===== src/rtl/muldiv_pkg.sv =====
// Shared types and constants for the RV32M multiply/divide unit.
package muldiv_pkg;

    localparam int unsigned XLEN = 32;

    typedef enum logic [1:0] {StIdle, StMul, StDiv, StDone} state_e;

    localparam logic [2:0] F3_MUL    = 3'b000;
    localparam logic [2:0] F3_MULH   = 3'b001;
    localparam logic [2:0] F3_MULHSU = 3'b010;
    localparam logic [2:0] F3_MULHU  = 3'b011;
    localparam logic [2:0] F3_DIV    = 3'b100;
    localparam logic [2:0] F3_DIVU   = 3'b101;
    localparam logic [2:0] F3_REM    = 3'b110;
    localparam logic [2:0] F3_REMU   = 3'b111;

    localparam logic [31:0] DIV0_QUOT = 32'hFFFFFFFF;
    localparam logic [31:0] OVF_QUOT  = 32'h80000000;

endpackage


===== src/rtl/muldiv_if.sv =====
// Request/response handshake bundle between the execute stage and muldiv_unit.
interface muldiv_if;
    import muldiv_pkg::*;

    logic            in_valid;
    logic            in_ready;
    logic [2:0]      func3;
    logic [XLEN-1:0] a;
    logic [XLEN-1:0] b;
    logic            out_valid;
    logic            out_ready;
    logic [XLEN-1:0] result;
    logic            busy;

    modport master (
        output in_valid, func3, a, b, out_ready,
        input  in_ready, out_valid, result, busy
    );

    modport slave (
        input  in_valid, func3, a, b, out_ready,
        output in_ready, out_valid, result, busy
    );

endinterface


===== src/rtl/div_core.sv =====
// One restoring-division step: shift in the next dividend bit, subtract if it fits.
module div_core (
    input  logic [32:0] rem_i,
    input  logic [31:0] quo_i,
    input  logic [31:0] divisor_i,
    output logic [32:0] rem_o,
    output logic [31:0] quo_o
);

    logic [32:0] shifted;
    logic [33:0] diff;
    logic        fits;

    always_comb begin
        shifted = {rem_i[31:0], quo_i[31]};
        diff    = {1'b0, shifted} - {2'b00, divisor_i};
        // rem_i[32] set would mean the shifted value already exceeds any divisor
        fits    = rem_i[32] | ~diff[33];
        if (fits) begin
            rem_o = diff[32:0];
            quo_o = {quo_i[30:0], 1'b1};
        end else begin
            rem_o = shifted;
            quo_o = {quo_i[30:0], 1'b0};
        end
    end

endmodule


===== src/rtl/muldiv_unit.sv =====
// RV32M multiply/divide sequencer: one-cycle multiply, 32-step restoring divide.
module muldiv_unit
    import muldiv_pkg::*;
(
    input logic     clk,
    input logic     rst,
    input logic     flush,
    muldiv_if.slave mif
);

    state_e      state_q;
    logic [1:0]  op_q;
    logic [31:0] opa_q;
    logic [31:0] opb_q;
    logic [32:0] rem_q;
    logic        qneg_q;
    logic        rneg_q;
    logic [5:0]  cnt_q;
    logic [31:0] result_q;

    // Accept-time decode of the incoming request
    logic        sgn_div;
    logic        a_neg;
    logic        b_neg;
    logic [31:0] a_mag;
    logic [31:0] b_mag;
    logic        div_zero;
    logic        div_ovf;
    logic [31:0] special_res;

    always_comb begin
        sgn_div     = ~mif.func3[0];
        a_neg       = sgn_div & mif.a[31];
        b_neg       = sgn_div & mif.b[31];
        a_mag       = a_neg ? -mif.a : mif.a;
        b_mag       = b_neg ? -mif.b : mif.b;
        div_zero    = (mif.b == '0);
        div_ovf     = sgn_div & (mif.a == OVF_QUOT) & (mif.b == DIV0_QUOT);
        if (div_zero) begin
            special_res = mif.func3[1] ? mif.a : DIV0_QUOT;
        end else begin
            special_res = mif.func3[1] ? '0 : OVF_QUOT;
        end
    end

    logic               mul_sa;
    logic               mul_sb;
    logic signed [63:0] mul_a;
    logic signed [63:0] mul_b;
    logic signed [63:0] prod;

    always_comb begin
        mul_sa = (op_q == F3_MULH[1:0]) | (op_q == F3_MULHSU[1:0]);
        mul_sb = (op_q == F3_MULH[1:0]);
        mul_a  = {{32{mul_sa & opa_q[31]}}, opa_q};
        mul_b  = {{32{mul_sb & opb_q[31]}}, opb_q};
        prod   = mul_a * mul_b;
    end

    logic [32:0] rem_nx;
    logic [31:0] quo_nx;
    logic [31:0] quo_fix;
    logic [31:0] rem_fix;

    div_core u_div_core (
        .rem_i     (rem_q),
        .quo_i     (opa_q),
        .divisor_i (opb_q),
        .rem_o     (rem_nx),
        .quo_o     (quo_nx)
    );

    always_comb begin
        quo_fix = qneg_q ? -quo_nx : quo_nx;
        rem_fix = rneg_q ? -rem_nx[31:0] : rem_nx[31:0];
    end

    always_ff @(posedge clk) begin
        if (rst) begin
            state_q  <= StIdle;
            op_q     <= '0;
            opa_q    <= '0;
            opb_q    <= '0;
            rem_q    <= '0;
            qneg_q   <= 1'b0;
            rneg_q   <= 1'b0;
            cnt_q    <= '0;
            result_q <= '0;
        end else if (flush) begin
            state_q <= StIdle;
        end else begin
            unique case (state_q)
                StIdle: begin
                    if (mif.in_valid) begin
                        op_q <= mif.func3[1:0];
                        if (!mif.func3[2]) begin
                            opa_q   <= mif.a;
                            opb_q   <= mif.b;
                            state_q <= StMul;
                        end else if (div_zero || div_ovf) begin
                            result_q <= special_res;
                            state_q  <= StDone;
                        end else begin
                            // opa_q doubles as dividend shifter and quotient accumulator
                            opa_q   <= a_mag;
                            opb_q   <= b_mag;
                            rem_q   <= '0;
                            qneg_q  <= a_neg ^ b_neg;
                            rneg_q  <= a_neg;
                            cnt_q   <= 6'd31;
                            state_q <= StDiv;
                        end
                    end
                end
                StMul: begin
                    result_q <= (op_q == F3_MUL[1:0]) ? prod[31:0] : prod[63:32];
                    state_q  <= StDone;
                end
                StDiv: begin
                    rem_q <= rem_nx;
                    opa_q <= quo_nx;
                    if (cnt_q == '0) begin
                        result_q <= op_q[1] ? rem_fix : quo_fix;
                        state_q  <= StDone;
                    end else begin
                        cnt_q <= cnt_q - 6'd1;
                    end
                end
                StDone: begin
                    if (mif.out_ready) begin
                        state_q <= StIdle;
                    end
                end
                default: state_q <= StIdle;
            endcase
        end
    end

    assign mif.in_ready  = (state_q == StIdle);
    assign mif.out_valid = (state_q == StDone);
    assign mif.busy      = (state_q != StIdle);
    assign mif.result    = result_q;

endmodule


===== src/flat_wrapper.sv =====
// flat-port wrapper written by rule: the top's interface ports become plain ports
module muldiv_unit_flat import muldiv_pkg::*;
  (clk, rst, flush, mif_in_valid, mif_func3, mif_a, mif_b, mif_out_ready, mif_in_ready, mif_out_valid, mif_result, mif_busy);
  muldiv_if mif_i ();
  input logic clk;
  input logic rst;
  input logic flush;
  input wire logic [$bits(mif_i.in_valid)-1:0] mif_in_valid;
  input wire logic [$bits(mif_i.func3)-1:0] mif_func3;
  input wire logic [$bits(mif_i.a)-1:0] mif_a;
  input wire logic [$bits(mif_i.b)-1:0] mif_b;
  input wire logic [$bits(mif_i.out_ready)-1:0] mif_out_ready;
  output wire logic [$bits(mif_i.in_ready)-1:0] mif_in_ready;
  output wire logic [$bits(mif_i.out_valid)-1:0] mif_out_valid;
  output wire logic [$bits(mif_i.result)-1:0] mif_result;
  output wire logic [$bits(mif_i.busy)-1:0] mif_busy;
  assign mif_i.in_valid = mif_in_valid;
  assign mif_i.func3 = mif_func3;
  assign mif_i.a = mif_a;
  assign mif_i.b = mif_b;
  assign mif_i.out_ready = mif_out_ready;
  assign mif_in_ready = mif_i.in_ready;
  assign mif_out_valid = mif_i.out_valid;
  assign mif_result = mif_i.result;
  assign mif_busy = mif_i.busy;
  muldiv_unit u_core (.clk(clk), .rst(rst), .flush(flush), .mif(mif_i));
endmodule

===== config.mk =====
export PLATFORM = sky130hd
export DESIGN_NAME = muldiv_unit_flat
export DESIGN_NICKNAME = d
export VERILOG_FILES = /design/src/rtl/muldiv_pkg.sv /design/src/rtl/muldiv_if.sv /design/src/rtl/div_core.sv /design/src/rtl/muldiv_unit.sv /design/src/flat_wrapper.sv
export SDC_FILE = /design/constraint.sdc
export NUM_CORES = 2
export LEC_CHECK = 0
export ABC_AREA = 0
export ABC_CLOCK_PERIOD_IN_PS = 16000
export BUFFER_PORTS_ARGS = -buffer_cell sky130_fd_sc_hd__buf_2
export CORE_MARGIN = 8
export CORE_UTILIZATION = 45
export DETAILED_ROUTE_END_ITERATION = 10
export MAX_ROUTING_LAYER = met4
export PLACE_DENSITY = 0.6
export SYNTH_ARGS = -nofsm -noshare
export SYNTH_HDL_FRONTEND = slang
export SYNTH_SLANG_ARGS = --single-unit

===== constraint.sdc =====
create_clock -name clk -period 16 [get_ports clk]
set_input_delay 0 -clock clk [delete_from_list [all_inputs] [get_ports clk]]
set_output_delay 0 -clock clk [all_outputs]
set_load 0.02 [all_outputs]

-- Word level (Yosys, flattened, before mapping)
Cells that the tools add are included.
- bits in registers: 141
- word-level logic and storage cells: 99
- bitwise gates (word level): 13
- equal/unequal tests: 16
- muxes and demuxes: 37
- multiply operators: 1
- add/sub/neg operators: 6
- reductions and logical operators: 17
- operators with widths (cell ; count):
    32-bit two-way mux ; 18
    33-bit two-way mux ; 4
    32-bit negator ; 4
    32-bit one-hot mux with 3 select lines ; 1
    33-bit one-hot mux with 2 select lines ; 1
    32-bit equality test (second input constant) ; 2
    33-bit by 33-bit multiplier with 64-bit output ; 1
    32-bit one-hot mux with 2 select lines ; 1
    33-bit by 32-bit subtractor with 34-bit output ; 1
    32-bit zero test ; 1
    6-bit two-way mux ; 4
    2-bit != test (second input constant) ; 6
    6-bit one-hot mux with 2 select lines ; 1
    6-bit AND reduction ; 2
    5-bit AND reduction ; 2
    2-bit two-way mux ; 4
    2-bit one-hot mux with 4 select lines ; 1
    4-bit AND reduction ; 2
    1-bit bitwise AND ; 6
    2-bit equality test (second input constant) ; 3
    6-bit zero test ; 1
    3-bit AND reduction ; 2
    6-bit by 1-bit subtractor with 6-bit output (second input constant) ; 1
    2-bit by 1-bit equality test with 1-bit output (second input constant) ; 2
    11 further kinds ; 19

-- Logic depth before layout (Yosys ltp)
- depth after elaboration: 9
- depth in mapped cells: 33
- mapped depth without buffers: 31

-- Cells and area by module
Synthesis repeated with hierarchy kept, for this count alone.
- cell total of the unflattened synthesis: 5943
- area, all modules: 49616.3 µm²
- by module, submodules not included (module ; area each (µm²) ; cells each ; instances ; seq. area each (µm²)):
    muldiv_unit ; 47280.3 ; 5587 ; 1 ; 2822.7
    div_core ; 2336.0 ; 356 ; 1 ; 0.0

-- Least setup slack after synthesis
OpenSTA, ideal clock, no wires.
- kind: reg2reg
- start: reg u_core.op_q[1]
- end: reg u_core.result_q[31] (netlist: u_core.mif.result[31])
- stages on the path, launching flop included: 31
- clock period less this slack: 8.885 ns
- setup slack: 7.115 ns
- data arrival time: 8.766 ns
- required time: 15.880 ns
- path through: dfxtp_1 -> clkinv_1 -> ha_1 -> and2_0 -> clkbuf_1 -> nand2_1 -> inv_1 -> fa_1 -> fa_1 -> fa_1 -> inv_1 -> fa_1 -> inv_1 -> fa_1 -> fa_1 -> inv_1 -> fa_1 -> fa_1 -> inv_1 -> ha_1 -> clkbuf_1 -> a21o_1 -> a21o_1 -> a21oi_1 -> o311ai_0 -> nor3_1 -> o211ai_1 -> a41oi_1 -> o41ai_1 -> a221o_1 -> a211o_1
- longest elaborated chain between the ends: 6
- ends and longest elaborated chain (element ; line ; RTL):
    start, declared ; muldiv_unit.sv:12 ; logic [1:0] op_q;
    start signal, assigned ; muldiv_unit.sv:95 ; op_q <= mif.func3[1:0];
    2-bit by 1-bit equality test with 1-bit output / 2-bit equality test (equally long branches) ; muldiv_unit.sv:53, muldiv_unit.sv:54 ;
    1-bit bitwise OR ; muldiv_unit.sv:53 ; mul_sa = (op_q == F3_MULH[1:0]) | (op_q == F3_MULHSU[1:0]);
    1-bit bitwise AND ; muldiv_unit.sv:55 ; mul_a = {{32{mul_sa & opa_q[31]}}, opa_q};
    33-bit by 33-bit multiplier with 64-bit output ; muldiv_unit.sv:57 ; prod = mul_a * mul_b;
    32-bit two-way mux ; muldiv_unit.sv:116 ; result_q <= (op_q == F3_MUL[1:0]) ? prod[31:0] : prod[63:32];
    32-bit one-hot mux with 3 select lines * ; muldiv_unit.sv:92 ; unique case (state_q)
    end signal, assigned ; muldiv_unit.sv:101 ; result_q <= special_res;
    end signal, assigned ; muldiv_unit.sv:116 ;
    end signal, assigned ; muldiv_unit.sv:123 ; result_q <= op_q[1] ? rem_fix : quo_fix;
    end, declared ; muldiv_unit.sv:19 ; logic [31:0] result_q;
Mark *: on every way between the ends. The rest lies on a longest branch, timed or not. The select of a mux whose other input is x is not followed.
A chain may end at the register's enable or synchronous reset.

-- Worst setup path after layout
Same ends and word-level chain as after synthesis.

==> results.tsv <==
metric	value	unit
dpl.hpwl	132000	µm
synthDistinctLibCells	84	
fin_area	53000	µm²
most-common-layout-cells	1257 x inv_1, 1126 x fa_1, 938 x nand2_1	
grt_pass1_vias	43400	
routed_wl	166000	µm
die_w	350	µm
synthMuxAreaShare	0.0105	
setup_viol_count_final	0	
async_reset_ff_frac	0	
layout.nets	7352	
cts_buffer_depth	2	
endpoint_kind	register	
synth_top_family_by_area	adder cells	
placed_cell_area	52000	µm²
clock-root-buffer	clkbuf_16	
fillers	10900	
rsz0062_at_grt	false	
finClkSkew	0.0160	ns
ys_seq_elements	141	
ant_nets	0	
vias	41200	
synth-simple-area-share	0.168	
crit_top_cell	fa_1	
crit_arrival	11.78	ns
fin_crit_sh	0.715	
grt-ovfl-total	0	
syn_area	50200	µm²
htreeDepth	4	
io_buffers	106	
rows	122	
die_h	350	µm
clk_latency	0.47	ns
cp-start-kind	register	
initial_utilization	0.454	
cellLeakagePower	0.0241	µW
io_pins	107	
viasPerCell	5.57	
postCtsSetupBuffers	0	
p_int	1010	µW
cts_buffers	17	
worst_pin_slew	1.23	ns
syn_avg_cell_area	8.36	µm²
synth_top_cell_by_area	fa_1	
comb_power_share	0.611	
ys.warnings.count	0	
synth_xor_area_frac	0.0328	
first_pass_iters	6	
slew_headroom	0.181	
synth-compound-area-share	0.0963	
place_congestion	1.00	
worstPathRequired	16.35	ns
drv_cap	0	
synth_edf_count	0	
criticalPathCategory	register to register	
grt_first_pass_wirelength	261000	µm
netlist_top_cells_area	fa_1 45%, inv_1 9.4%, nand2_1 7.0%	
status	complete, no violations	
seq_area_frac_synth	0.0562	
swShare	0.517	
drt_iter0_drc	3112	
layout-drive-gt1-share	0.0515	
antenna_found_initial	7	
hold_violations	0	
grt_start_max_net_pins	76	
synthesis.nets	7460	
syn2layout_area_growth	5.59	%
min_path_type	primary input to register	
fp.dieArea	123000	µm²
synthAdderAreaFrac	0.513	
slew_violations	0	
coreArea	111000	µm²
wl_per_cell	22.5	µm
grt_use_total	0.285	
syn_inst	6004	
drc_errors	0	
synthFlopType	dfxtp_1	
finalSetupTns	0	ns
layout_commonest_cell	inv_1	
power_density	39.3	nW/µm²
peakVddDrop	0.0789	mV
synth_top_area_frac	0.449	
p_clk_frac	0.208	
max_stage_delay	0.98	ns
fmax	87.5	MHz
p_switching	1080	µW
cpMaxStageDelayCell	ha_1	
seqPwrFrac	0.181	
cts_tree	yes	
clock-sinks	141	
crit_fanout	19	
cts.reportedPaths.clkPinSlew	0.07	ns
fin_crit	11.43	ns
==> power by group through the flow <==
| stage | Combinational, µW | Sequential, µW | Clock (µW) |
|---|---|---|---|
| after floorplan | 801 | 379 | 0 |
| after global placement | 1240 | 384 | 0 |
| after detailed placement | 1240 | 384 | 0 |
| after CTS | 1260 | 376 | 437 |
| after global routing | 1390 | 378 | 449 |
| final | 1270 | 377 | 433 |
==> synth_stat cells (80+ instances only) <==
master	number
xor2_1	80
fa_1	1126
and2_1	246
o21ai_0	148
dfxtp_1	141
nor2_1	319
a21oi_1	234
ha_1	258
inv_1	1257
nand2_1	938
clkbuf_1	305
xnor2_1	108
==> per-layer routing <==
layer / up-vias / global-route usage / wire length (µm)
li1: 18100 / - / -
met1: 21400 / 0.368 / 69100
met2: 1465 / 0.467 / 80100
met3: 286 / 0.0377 / 10600
met4: 0 / 0.0951 / 6600
met5: - / - / 0
==> logic make-up after synthesis <==
family	after synthesis
AOI/OAI and AO/OA	748
xor gates and xnor gates	188
adders and majority gates	1384
buffers and inverters	1635
DFF	141
muxes	51
and+or+nand+nor	1857
==> through the flow <==
step / util / setup slack (ns) / hold slack [ns] / power [µW] / cells
floorplan: - / 7.11 / 0.0793 / 1180 / 6004
global placement: 0.470 / 5.02 / 0.274 / 1620 / 7321
detailed placement: 0.470 / 4.81 / 0.278 / 1630 / 7321
CTS: 0.479 / 4.77 / 0.00195 / 2080 / 7396
global route: 0.479 / 4.14 / 0.0226 / 2220 / 7400
finish: 0.479 / 4.57 / 0.00250 / 2080 / 7402
==> critical path, delay by kind of cell (launching register included) <==
family,cells,cell delay (ns)
adder cells (fa/ha/maj),10,5.40
buffers and inverters,6,1.23
AO/OA/AOI/OAI,9,2.52
AND/OR/NAND/NOR,3,1.82
flip-flops,1,0.34
==> final cells by class <==
cell class | count | area, µm² | share of cell area
diodes | 6 | 15.0 | 0.000283
clock buffers | 17 | 425 | 0.00802
clock inverters | 14 | 178 | 0.00335
inverters | 1260 | 4730 | 0.0892
multi-input cells | 4228 | 41300 | 0.778
flip-flops and latches | 141 | 2840 | 0.0535
well taps | 1488 | 1860 | 0.0351
repair buffers | 248 | 1710 | 0.0322
==> state kept, by name (all words and copies together) (netlist names) <==
register           count
u_core.op_q            2
u_core.qneg_q          1
u_core.cnt_q           6
u_core.opa_q          32
u_core.rneg_q          1
u_core.mif.result     32
u_core.opb_q          32
u_core.rem_q          33
u_core.state_q         2
==> what timing repair did <==
action / in CTS / in global routing
hold endpoints to repair: 47 / 0
hold buffers: 44 / 0
gates resized for setup: 0 / 0
==> final timing paths <==
| path | slack, ns | startpoint | endpoint | depth (start not counted) |
|---|---|---|---|---|
| worst max-delay path | 4.57 | u_core.op_q[1] | u_core.mif.result[31] | 28 |
| worst min register to register | 0.45 | u_core.mif.result[9] | u_core.mif.result[9] | 2 |
| worst max register to register | 4.57 | u_core.op_q[1] | u_core.mif.result[31] | 28 |
| worst min-delay path | 0.003 | rst | u_core.opa_q[23] | 2 |
Note: power is estimated with default switching activity, not from simulation.
